$ cat src/rtl/bumper_pkg.sv
// Shared constants for the bumper input-conditioning stage.
package bumper_pkg;

  localparam int N_BMP             = 6;
  localparam int DB_CYCLES_DEFAULT = 120000;
  localparam int CNT_W_DEFAULT     = $clog2(DB_CYCLES_DEFAULT);

endpackage

$ cat src/rtl/bumper_debounce_bit.sv
// Single bumper: two-flop synchroniser, counter debounce and edge events.
module bumper_debounce_bit
  import bumper_pkg::*;
#(
  parameter int DB_CYCLES = DB_CYCLES_DEFAULT
) (
  input  logic clk,
  input  logic rst,
  input  logic raw_n,
  output logic pressed,
  output logic press_evt,
  output logic release_evt,
  output logic press_nxt
);

  localparam int CNT_W = $clog2(DB_CYCLES);
  localparam logic [CNT_W-1:0] CNT_MAX = CNT_W'(DB_CYCLES - 1);

  if (DB_CYCLES < 2) begin : g_bad_db_cycles
    $error("bumper_debounce_bit: DB_CYCLES must be at least 2");
  end

  logic             s1;
  logic             s2;
  logic             stable_n;
  logic [CNT_W-1:0] cnt;
  logic             accept;

  // A level change is accepted on the sample that completes a full run of disagreement.
  assign accept    = (s2 != stable_n) && (cnt == CNT_MAX);
  assign press_nxt = accept & ~s2;
  assign pressed   = ~stable_n;

  always_ff @(posedge clk or posedge rst) begin
    if (rst) begin
      s1          <= 1'b1;
      s2          <= 1'b1;
      stable_n    <= 1'b1;
      cnt         <= '0;
      press_evt   <= 1'b0;
      release_evt <= 1'b0;
    end else begin
      s1          <= raw_n;
      s2          <= s1;
      press_evt   <= accept & ~s2;
      release_evt <= accept & s2;
      if (s2 == stable_n) begin
        cnt <= '0;
      end else if (cnt == CNT_MAX) begin
        stable_n <= s2;
        cnt      <= '0;
      end else begin
        cnt <= cnt + 1'b1;
      end
    end
  end

endmodule

$ cat src/rtl/bumper_conditioner.sv
// Conditions the raw active-low bumper bus into debounced levels, events and a sticky hit mask.
module bumper_conditioner
  import bumper_pkg::*;
#(
  parameter int DB_CYCLES = DB_CYCLES_DEFAULT
) (
  input  logic             clk,
  input  logic             rst,
  input  logic [N_BMP-1:0] bmp_n,
  input  logic [N_BMP-1:0] hit_clr,
  output logic [N_BMP-1:0] pressed,
  output logic [N_BMP-1:0] press_evt,
  output logic [N_BMP-1:0] release_evt,
  output logic [N_BMP-1:0] hit_mask,
  output logic             hit,
  output logic             any_pressed
);

  logic [N_BMP-1:0] press_nxt;

  for (genvar i = 0; i < N_BMP; i++) begin : g_bit
    bumper_debounce_bit #(
      .DB_CYCLES(DB_CYCLES)
    ) u_db (
      .clk        (clk),
      .rst        (rst),
      .raw_n      (bmp_n[i]),
      .pressed    (pressed[i]),
      .press_evt  (press_evt[i]),
      .release_evt(release_evt[i]),
      .press_nxt  (press_nxt[i])
    );
  end

  // A new press wins over a simultaneous clear of the same bit.
  always_ff @(posedge clk or posedge rst) begin
    if (rst) begin
      hit_mask    <= '0;
      hit         <= 1'b0;
      any_pressed <= 1'b0;
    end else begin
      hit_mask    <= (hit_mask & ~hit_clr) | press_nxt;
      hit         <= |hit_mask;
      any_pressed <= |pressed;
    end
  end

endmodule
$ cat config.mk
export PLATFORM = sky130hd
export DESIGN_NAME = bumper_conditioner
export DESIGN_NICKNAME = d
export VERILOG_FILES = /design/src/rtl/bumper_pkg.sv /design/src/rtl/bumper_debounce_bit.sv /design/src/rtl/bumper_conditioner.sv
export SDC_FILE = /design/constraint.sdc
export NUM_CORES = 1
export LEC_CHECK = 0
export CAP_MARGIN = 20
export CELL_PAD_IN_SITES_DETAIL_PLACEMENT = 1
export CELL_PAD_IN_SITES_GLOBAL_PLACEMENT = 2
export CORE_MARGIN = 2
export CORE_UTILIZATION = 30
export CTS_BUF_LIST = sky130_fd_sc_hd__clkbuf_4 sky130_fd_sc_hd__clkbuf_8 sky130_fd_sc_hd__clkbuf_16
export DETAILED_ROUTE_END_ITERATION = 10
export PLACE_DENSITY = 0.73
export SLEW_MARGIN = 10
export SYNTH_ARGS = -nofsm -noshare
export SYNTH_HDL_FRONTEND = slang
export SYNTH_SLANG_ARGS = --single-unit
$ cat constraint.sdc
create_clock -name clk -period 5.9 [get_ports clk]
set_clock_uncertainty 0.1 [all_clocks]
set_input_delay 0.885 -clock clk [delete_from_list [all_inputs] [get_ports clk]]
set_output_delay 0.885 -clock clk [all_outputs]
set_load 0.05 [all_outputs]
; After elaboration in Yosys (flattened, before gate mapping)
; Cells that the tools add are included.
[op_classes]
n_reduce_logical = 14
shifts = 0
n_lt_le_gt_ge = 0
muxes = 12
n_eq_ne = 18
n_div = 0
addsub = 6
mul = 0
bitwise = 33
[op_table]
columns = cell, count
row1 = $mux W17, 12
row2 = $add A17 B1 Y17 const B, 6
row3 = $eq A17 B17 Y1 const B, 6
row4 = $not A1 Y1, 18
row5 = $and A1 B1 Y1, 12
row6 = $reduce_and A2 Y1, 6
row7 = $reduce_or A6 Y1, 2
row8 = $and A6 B6 Y6, 1
row9 = $eq A1 B1 Y1, 6
row10 = $logic_and A1 B1 Y1, 6
row11 = $ne A1 B1 Y1, 6
row12 = $not A6 Y6, 1
row13 = $or A6 B6 Y6, 1
[totals]
in_bits = 14
latchBits = 0
wordCells = 122
regBits = 140
output_inout_bits = 26
memories = 0
rom_bits = 0
ramBits = 0

; Depth between registers and ports, before layout
[depth]
depth_word = 4
mapped_depth = 7
ltp_nobuf = 5

; Modules after synthesis
; From an unflattened synthesis, not the netlist that was laid out.
[unflattened]
cells_unflattened = 591
area_unflattened_um2 = 6403.6
[modules_own_cells]
columns = module, seq_area_each_um2, area_each_um2, instances, cells_per_inst
row1 = bumper_debounce_bit, 554.3, 1017.2, 6, 94
row2 = bumper_conditioner, 200.2, 300.3, 1, 27

; Least setup slack after synthesis
; Ideal clock, no wire load.
[synth_timing]
path_kind = reg-to-reg
start = reg g_bit[3].u_db.cnt[0]
end = reg g_bit[3].u_db.stable_n
slack_ps = 3980
synth_period_minus_slack_ps = 1920
n_path_buf = 0
required_time_ps = 5718
path_stages_with_launch = 6
setup_ps = 82
arrival_ps = 1738
cell_sequence = dfrtp_1 ha_1 nand4_4 or2_4 or3_4 mux2_4
[synth_via]
elab_chain_len = 2
[synth_lines]
columns = element, line_no
row1 = "start, declared", bumper_debounce_bit.sv:26  ; logic [CNT_W-1:0] cnt;
row2 = "start signal, assigned", bumper_debounce_bit.sv:53  ; cnt <= cnt + 1'b1;
row3 = $eq A17 B17 Y1, bumper_debounce_bit.sv:49  ; end else if (cnt == CNT_MAX) begin
row4 = $reduce_and A2 Y1 (no source line), -
row5 = "end signal, assigned", bumper_debounce_bit.sv:38  ; stable_n <= 1'b1;
row6 = "end signal, assigned", bumper_debounce_bit.sv:50  ; stable_n <= s2;
row7 = "end, declared", bumper_debounce_bit.sv:25  ; logic stable_n;
; Every way passes these cells.
; A chain may end at the register's enable or synchronous reset.

; Worst setup path after layout
[layout_timing]
start = reg g_bit[2].u_db.stable_n
end = out pressed[2]
[layout_via]
elab_chain_len = 1
[layout_lines]
columns = element, line_no
row1 = "start, declared", bumper_debounce_bit.sv:25
row2 = "start signal, assigned", bumper_debounce_bit.sv:38
row3 = "start signal, assigned", bumper_debounce_bit.sv:50
row4 = $not A1 Y1, bumper_debounce_bit.sv:32  ; assign pressed = ~stable_n;
row5 = "end, declared", bumper_conditioner.sv:11  ; output logic [N_BMP-1:0] pressed,
; Every way passes these cells.

==> metrics.txt <==
Global Route Usage Sum 13.9%; Die Ht 152 um; first-pass GRT wire length 25100 um; post-DP HPWL 10100 um; hold depth 0; worst path bufs/invs 2; CTS Buffer Depth 2; fin crit share 47.2%; Root Driver clkbuf_16; share of cells above drive strength 1 10.0%; status finished clean; Hold Buf Count CTS 0; post-synth cell types 41; PD cells 275 nW/um2; Core Rows 53; worst flop-to-flop path startpoint g_bit[5].u_db.cnt[0]$_DFF_PP0_; post_cts resized 0; most frequent cells in the layout dfrtp_1 (122), nor2_1 (114), xnor2_1 (70); Worst-Skew Late Latency 420 ps; Avg WL per Cell 15.3 um; nature of the critical path startpoint flop; RD Place Congestion 0.781; DRT iter0 DRCs 177; VDD IR-drop max 0.190 mV; grt total ovfl 0; DP Area 7090 um2; IO Port Bufs 39; Worst Path Max Fanout 6; core area 21200 um2; Synth Register Bits 140; crit path time final 2790 ps; H-tree depth 4; initial antenna violation count 0; routed vias/inst 4.86; Seq/Total Area, Yosys 54.0%; Top FF cell, synth dfrtp_1; vias in the first global route 4980; final slew viol count 0; Final Hold Viols 0; Horiz. Die Dim 152 um; max_cap viols 0; DR vias 4627; CTS clk-pin slew, worst paths 60 ps; EDFF count, synth 0; CTS tree yes; Slew HR 39.1%; CTS Buf Count 17; hold worst-path end g_bit[5].u_db.s2$_DFF_PP1_; Antenna Cells 0; Design Area, Final 7700 um2; setup TNS 0 ps; worst hold path class flop to flop; Post CTS Setup Buffer Count 0; Initial Util 30.8%; Fin Hold WS 253 ps; Worst EP required 4910 ps; Syn Nets 652; cell-by-cell trace of the critical path inv_1, clkdlybuf4s50_1; syn avg cell area 10.3 um2; CTS sink count 140; fmax 359 MHz; wirelength, routed 14600 um; flop2flop setup slack 3670 ps; FF-to-FF path depth 5; Antenna Violating Nets Remaining 0; Final nets 684; warnings from Yosys 0; Async SR Flop Fraction 100%; worst hold start g_bit[5].u_db.s1$_DFF_PP1_; Area Growth Syn to Fin 17.9%; setup violators final 0; DRC 0; Syn Inst Count 632; Worst Tran Pin Value 913 ps; drt first pass iters 4; IO Count 40; Cell Area, Synth 6530 um2; Pleak 2.94 nW; worst setup path category flop to output port; worst r2r dst g_bit[5].u_db.cnt[9]$_DFF_PP0_; pin count of the biggest net entering global routing 101; die area 23000 um2; CP top delay family buffers and inverters; Slowest-stage cell, CP clkdlybuf4s50_1; setup repair after global routing missed its margin false; most common cell after layout, fill and taps aside dfrtp_1; Crit. End Element output port; Largest stage delay, worst path 710 ps; CP arrival 1800 ps
[worst max path at each step]
stage | end | slack [ps] | start | cells past startpoint
detailed placement | g_bit[5].u_db.cnt[15]$_DFF_PP0_ | 3120 | rst | 3
floorplan | any_pressed$_DFF_PP0_ | 1190 | rst | 1
global placement | g_bit[4].u_db.s2$_DFF_PP1_ | 3160 | rst | 3
finish | pressed[2] | 3110 | g_bit[2].u_db.stable_n$_DFFE_PP1P_ | 2
global route | pressed[2] | 3060 | g_bit[2].u_db.stable_n$_DFFE_PP1P_ | 2
CTS | pressed[2] | 3070 | g_bit[2].u_db.stable_n$_DFFE_PP1P_ | 2
[cells by family after synthesis]
kind of cell	share of synthesized area, %
compound gates	1.88
xor+xnor	12.7
fa+ha+maj	1.15
buf+inv	4.25
flops	54.0
mux	1.09
simple gates	24.9
[where the power goes]
group / leakage, nW / switching [mW] / internal [mW]
combinational: 0.791 / 0.0438 / 0.0231
clock: 0.275 / 0.418 / 0.639
sequential: 1.87 / 0.0178 / 0.978
[per-layer routing]
| metal | track usage [%] | part of all wire, % | up-vias | wire (um) |
|---|---|---|---|---|
| met5 | 0 | 0 | - | 0 |
| met4 | 4.44 | 1.3 | 0 | 185 |
| met3 | 3.29 | 2.6 | 16 | 378 |
| met2 | 22.1 | 47 | 48 | 6860 |
| met1 | 18.8 | 49 | 2334 | 7150 |
| li1 | - | - | 2229 | - |
[sequential cells by signal (all words and copies together) (netlist names)]
register and cells:
g_bit.u_db.cnt 102, hit_mask 6, g_bit.u_db.stable_n 6, g_bit.u_db.press_evt 6
hit 1, g_bit.u_db.s1 6, any_pressed 1, g_bit.u_db.release_evt 6
g_bit.u_db.s2 6
[through the flow]
| stage | cells | power [mW] | util, % | setup slack [ps] |
|---|---|---|---|---|
| 5_1_grt | 952 | 2.21 | 36.3 | 3060 |
| 2_1_floorplan | 632 | 1.05 | - | 1190 |
| 4_1_cts | 950 | 2.15 | 36.2 | 3070 |
| 3_3_place_gp | 918 | 1.08 | 33.4 | 3160 |
| 6_report | 952 | 2.12 | 36.3 | 3110 |
| 3_5_place_dp | 918 | 1.08 | 33.4 | 3120 |
[Yosys cell counts, drive strengths merged, types with 4 or more instances]
cell type,number,area [um2]
and3,7,45.1
and4,4,35.0
buf,25,170
clkbuf,4,17.5
dfrtp,122,3050
dfstp,18,473
ha,6,75.1
inv,24,90.1
mux2,6,71.3
nand2,27,101
nand2b,6,37.5
nand3,41,205
nand4,36,240
nor2,114,428
nor3,22,110
nor3b,8,60.1
nor4,34,213
o22ai,6,37.5
or3,6,42.5
xnor2,70,613
xor2,25,219
[final cells by class]
| type | instances | area, um2 |
|---|---|---|
| Clock inverter | 13 | 143 |
| Inverter | 24 | 95.1 |
| Tap cell | 275 | 344 |
| Sequential cell | 140 | 3530 |
| Clock buffer | 19 | 447 |
| Timing Repair Buffer | 42 | 417 |
| Multi-Input combinational cell | 439 | 2730 |
| Fill cell | 2441 | 13500 |
(Power assumes the default switching activity.)
